**config.mk**
```make
export PLATFORM = sky130hd
export DESIGN_NAME = note_freq_glide
export DESIGN_NICKNAME = d
export VERILOG_FILES = /design/src/rtl/note_freq_glide.sv
export SDC_FILE = /design/constraint.sdc
export NUM_CORES = 1
export LEC_CHECK = 0
export ABC_AREA = 1
export CORE_MARGIN = 2
export CORE_UTILIZATION = 50
export DETAILED_ROUTE_END_ITERATION = 8
export DONT_BUFFER_PORTS = 1
export SLEW_MARGIN = 20
export SYNTH_ARGS = -nofsm -noshare
export SYNTH_HDL_FRONTEND = slang
export SYNTH_SLANG_ARGS = --single-unit
```
**constraint.sdc**
```tcl
create_clock -name clk -period 1.2 [get_ports clk]
set_clock_uncertainty 0.05 [all_clocks]
set_input_delay 0.3 -clock clk [delete_from_list [all_inputs] [get_ports clk]]
set_output_delay 0.3 -clock clk [all_outputs]
set_load 0.03 [all_outputs]
```
**src/rtl/note_freq_glide.sv**
```systemverilog
// Note-to-FCW control stage: accepts tracker notes, jumps or glides the phase
// accumulator FCW toward the target, and drives the voice gate. Glide is built only with NOTE_GLIDE_EN.
module note_freq_glide #(
  parameter int PHASE_WIDTH = 10,
  parameter int STEP_WIDTH  = 8
) (
  input  logic                   clk,
  input  logic                   rst_active_high,
  input  logic                   tick_in,
  input  logic                   note_valid,
  output logic                   note_ready,
  input  logic [PHASE_WIDTH-1:0] note_fcw,
  input  logic                   note_glide,
  input  logic [STEP_WIDTH-1:0]  glide_step,
  input  logic                   note_off,
  output logic [PHASE_WIDTH-1:0] freq_control_word,
  output logic                   gate,
  output logic                   sliding
);

  typedef enum logic [1:0] {
    ST_IDLE,
    ST_LOAD,
    ST_HOLD,
    ST_SLIDE
  } state_t;

  state_t                 state;
  logic [PHASE_WIDTH-1:0] target;
  logic                   transfer;
  logic                   jump_on_load;

  assign note_ready = (state != ST_LOAD);
  assign transfer   = note_valid && note_ready;

`ifdef NOTE_GLIDE_EN
  logic                   glide_r;
  logic [STEP_WIDTH-1:0]  step_r;
  logic                   from_idle;
  logic [PHASE_WIDTH:0]   step_ext;
  logic [PHASE_WIDTH:0]   dist;
  logic [PHASE_WIDTH-1:0] fcw_stepped;
  logic                   arrive;

  // Distance is taken one bit wider so a full-scale gap never aliases.
  // NOTE: every always_comb output gets a default first so no latch is inferred.
  always_comb begin
    step_ext    = {{(PHASE_WIDTH + 1 - STEP_WIDTH){1'b0}}, step_r};
    dist        = '0;
    fcw_stepped = freq_control_word;
    if (target >= freq_control_word) begin
      dist        = {1'b0, target} - {1'b0, freq_control_word};
      fcw_stepped = freq_control_word + step_ext[PHASE_WIDTH-1:0];
    end else begin
      dist        = {1'b0, freq_control_word} - {1'b0, target};
      fcw_stepped = freq_control_word - step_ext[PHASE_WIDTH-1:0];
    end
    arrive = (dist <= step_ext);
  end

  assign jump_on_load = from_idle || !glide_r || (step_r == '0);
`else
  logic unused_glide;
  assign unused_glide = ^{tick_in, note_glide, glide_step};
  assign jump_on_load = 1'b1;
  assign sliding      = 1'b0;
`endif

  // NOTE: sequential state uses non-blocking assignments and is cleared by the async reset.
  always_ff @(posedge clk or posedge rst_active_high) begin
    if (rst_active_high) begin
      state             <= ST_IDLE;
      target            <= '0;
      freq_control_word <= '0;
      gate              <= 1'b0;
`ifdef NOTE_GLIDE_EN
      glide_r           <= 1'b0;
      step_r            <= '0;
      from_idle         <= 1'b0;
      sliding           <= 1'b0;
`endif
    end else if (transfer) begin
      // A new note always wins, including over a same-cycle release.
      state  <= ST_LOAD;
      target <= note_fcw;
`ifdef NOTE_GLIDE_EN
      glide_r   <= note_glide;
      step_r    <= glide_step;
      from_idle <= (state == ST_IDLE);
      sliding   <= 1'b0;
`endif
    end else begin
      case (state)
        ST_LOAD: begin
          gate <= 1'b1;
          if (jump_on_load) begin
            freq_control_word <= target;
            state             <= ST_HOLD;
          end else begin
            state <= ST_SLIDE;
`ifdef NOTE_GLIDE_EN
            sliding <= 1'b1;
`endif
          end
        end
        ST_HOLD: begin
          if (note_off) begin
            gate  <= 1'b0;
            state <= ST_IDLE;
          end
        end
`ifdef NOTE_GLIDE_EN
        ST_SLIDE: begin
          if (note_off) begin
            // Release keeps the current pitch for the envelope tail.
            gate    <= 1'b0;
            sliding <= 1'b0;
            state   <= ST_IDLE;
          end else if (tick_in) begin
            if (arrive) begin
              freq_control_word <= target;
              sliding           <= 1'b0;
              state             <= ST_HOLD;
            end else begin
              freq_control_word <= fcw_stepped;
            end
          end
        end
`endif
        default: ;
      endcase
    end
  end

endmodule

```
After elaboration in Yosys (flattened, before gate mapping) --
Cells that the tools add are included.
Cells by class: reduce and logical (&&, ||, !) cells 6, equality and inequality tests 5, bitwise logic cells 1, muxes and demuxes 5
Operators by type and width (count):
- 2-bit 2-to-1 mux | 2
- 2-bit case mux with 2 select lines | 1
- 2-bit AND reduction | 2
- 3-bit != test (second input constant) | 1
- 3-bit AND reduction | 1
- 3-bit nonzero test | 1
- 2-bit by 1-bit == test with 1-bit output (second input constant) | 1
- 2-bit == test (second input constant) | 1
- 2-bit by 1-bit != test with 1-bit output (second input constant) | 1
- 2-bit != test (second input constant) | 1
- 1-bit case mux with 2 select lines | 1
- 2-bit nonzero test | 1
- 1-bit logical AND | 1
- 1-bit 2-to-1 mux | 1
- 1-bit inverter | 1
Word-level totals: output and inout port bits 13, register bits after elaboration 23

Depth between registers and ports, before layout --
word-level depth 4, mapped depth 5, depth with buffers taken out 5

Least setup slack after synthesis --
No wires, ideal clock.
kind reg-to-output, from register state[1], to output note_ready, slack 0.131 ns, path buffers 1, cell stages (with the launch flop) 4, arrival time 0.719 ns, required time 0.850 ns, path through dfrtp_1 inv_2 nand2_4 buf_4
Between the ends: longest elaborated chain between the ends 1
Ends and longest elaborated chain:
- from (decl) | line 28 | state_t state;
- from (signal assigned) | line 72 | state <= ST_IDLE;
- from (signal assigned) | line 84 | state <= ST_LOAD;
- from (signal assigned) | line 98 | state <= ST_HOLD;
- 2-bit by 1-bit != test with 1-bit output | line 33 | assign note_ready = (state != ST_LOAD);
- to (decl) | line 11 | output logic note_ready,
Every way passes these cells.

Worst setup path in the final report --
Same ends and word-level chain as after synthesis.

==> results <==
## per-stage QoR
step,std cells,area [um^2],TNS [ns]
2_1_floorplan,103,938,0
3_3_place_gp,127,978,0
3_5_place_dp,127,978,0
4_1_cts,134,1030,-0.192
5_1_grt,134,1060,-0.299
6_report,134,1060,-0.165
## power by group through the flow
stage | registers, mW | clock network (mW) | logic (mW)
2_1_floorplan | 1.66 | 0 | 0.765
3_3_place_gp | 1.69 | 0 | 0.969
3_5_place_dp | 1.70 | 0 | 1.00
4_1_cts | 1.68 | 0.353 | 1.07
5_1_grt | 1.77 | 0.386 | 1.24
6_report | 1.72 | 0.338 | 1.08
## per-layer routing
layer,vias to the layer above,global-route usage [%]
met3,2,2.69
met4,0,5.00
met1,303,23.7
met2,19,27.8
met5,-,0
li1,339,-
## flip-flops by register name, indices dropped and copies added, names as in the netlist
| name | cells |
|---|---|
| target | 10 |
| gate | 1 |
| state | 2 |
| freq_control_word | 10 |
## what timing repair did
action	in CTS	in global routing
setup buffers	2	1
setup endpoints to repair	1	24
pin swaps	1	1
endpoints found under the hold margin	23	0
gates resized for setup	1	13
cloned	0	0
hold buffers	1	0
## worst max-delay path: stages (launching register included)
cell and delay, ns:
dfrtp_1 0.44, inv_2 0.09, nand2_4 0.06, buf_12 0.14
## kinds of logic (layout without fill, tap and decap cells)
kind of cell	after synthesis	count (layout)	synth area share [%]
other cells	1	1	0.400
compound gates	1	1	0.800
simple gates	68	68	31.5
flops	23	23	61.3
buf+inv	10	16	6.00
## synthesized netlist by cell type, drive strengths merged
cell type / n / area, um^2
nand2: 45 / 179
dfrtp: 23 / 576
nand3: 22 / 110
buf: 6 / 41.3
inv: 4 / 15.0
conb: 1 / 3.75
nand4: 1 / 6.26
o21a: 1 / 7.51
## area by class of cell
| class | count | area, um^2 |
|---|---|---|
| clock inverters | 1 | 5.00 |
| well taps | 25 | 31.3 |
| repair buffers | 8 | 78.8 |
| inverters | 4 | 15.0 |
| multi-input cells | 70 | 320 |
| fillers | 173 | 683 |
| clock buffers | 3 | 22.5 |
| flip-flops and latches | 23 | 589 |
## worst max-delay path by stage
| stage | to | cells past startpoint | startpoint |
|---|---|---|---|
| after floorplan | note_ready | 3 | state[1]$_DFFE_PP0P_ |
| after global placement | note_ready | 3 | state[1]$_DFFE_PP0P_ |
| after detailed placement | note_ready | 3 | state[1]$_DFFE_PP0P_ |
| after CTS | note_ready | 3 | state[1]$_DFFE_PP0P_ |
| after global routing | note_ready | 3 | state[1]$_DFFE_PP0P_ |
| final | note_ready | 3 | state[1]$_DFFE_PP0P_ |
==> results.json <==
{
  "yosysSeqAreaShare_pct": 61.3,
  "synth_cells": 103,
  "dr.max_layer_used": "met4",
  "end_kind": "output port",
  "fmax_ghz": 0.733,
  "cts_root_buf": "clkbuf_4",
  "rsz0062_at_grt": "yes",
  "worstHoldPathCells": 1,
  "violations": "setup timing",
  "synth-seq-cells": 23,
  "slew_violations": 0,
  "hp-class": "input pin to flip-flop",
  "timing.rr.end": "target[7]$_DFFE_PP0P_",
  "cts_buffers": 3,
  "syn_area_um2": 938,
  "layout_commonest_cell": "nand2_1",
  "num_io_pins": 37,
  "finalNetCount": 134,
  "worst_slack_ns": -0.165,
  "drt_pass1_iterations": 4,
  "drc": 0,
  "whs_ns": 0.0686,
  "fp.dieW_um": 47.3,
  "period_share_pct": 114,
  "swShare_pct": 44.2,
  "leakagePower_nw": 0.552,
  "fp.dieArea_mm2": 0.00224,
  "fp-row-count": 15,
  "totalWireLength_um": 1650,
  "path_max_fanout": 7,
  "grt_pass1_wl_um": 2680,
  "antenna_cells": 0,
  "met1_length_um": 711,
  "wl_met3_um": 98,
  "ff2ff_path_depth": 6,
  "power_mw": 3.14,
  "portBuffers": 0,
  "grt_usage_pct": 17.2,
  "clkSinkCount": 23,
  "wl_per_cell_um": 12.3,
  "internal-power_mw": 1.75,
  "arrival_ns": 1.01,
  "cts_max_level": 1,
  "cts_buffer_depth": 2,
  "fp.dieH_um": 47.3,
  "period_needed_ns": 1.36,
  "dr_wl_met2_um": 824,
  "grt.overflow.total": 0,
  "crit-reg2reg-launch": "state[1]$_DFFE_PP0P_",
  "area_growth_pct": 13.2,
  "ant_nets": 0,
  "drv_cap": 0,
  "antenna_found_initial": 0,
  "startpoint_type": "flip-flop",
  "outcome": "complete, but fails checks",
  "finalSetupViolCount": 1,
  "syn_avg_cell_area_um2": 9.11,
  "initial_core_util_pct": 53.8,
  "grt_pass1_vias": 625,
  "combinationalPowerShare_pct": 34.5,
  "hold_viol": 0,
  "cts_tree": "done",
  "worstHoldStart": "note_valid",
  "power_density_mw_per_mm2": 2960,
  "required_ns": 0.85,
  "place_ws_ns": 0.0997,
  "core_area_mm2": 0.00175,
  "synth_nets": 127,
  "clk_latency_ns": 0.29,
  "holdPathEnd": "state[0]$_DFFE_PP0P_",
  "grt_max_degree": 24,
  "final_util_pct": 60.9,
  "mostFrequentLayoutCells": "43 x nand2_1, 22 x nand3_1, 12 x dfrtp_1, 11 x dfrtp_2, 5 x buf_4",
  "gp_congestion": 0.720,
  "drtIter0Drc": 9,
  "drive_gt1_share_pct": 22.9,
  "vias_per_cell": 4.95,
  "seq_power_share_pct": 54.8,
  "max-vdd-ir-drop_uv": 1360,
  "yosysUniqueCellTypes": 13,
  "synth_warnings": 0,
  "crit_type": "flip-flop to output port",
  "detailed_place_hpwl_um": 1120,
  "switchingPower_mw": 1.39,
  "clkTransAtPathRegs_ns": 0.12,
  "via_count": 663,
  "reg2reg_slack_ns": 0.03,
  "pwr-share-clk_pct": 10.8
}
Note: power is estimated with default switching activity, not from simulation.
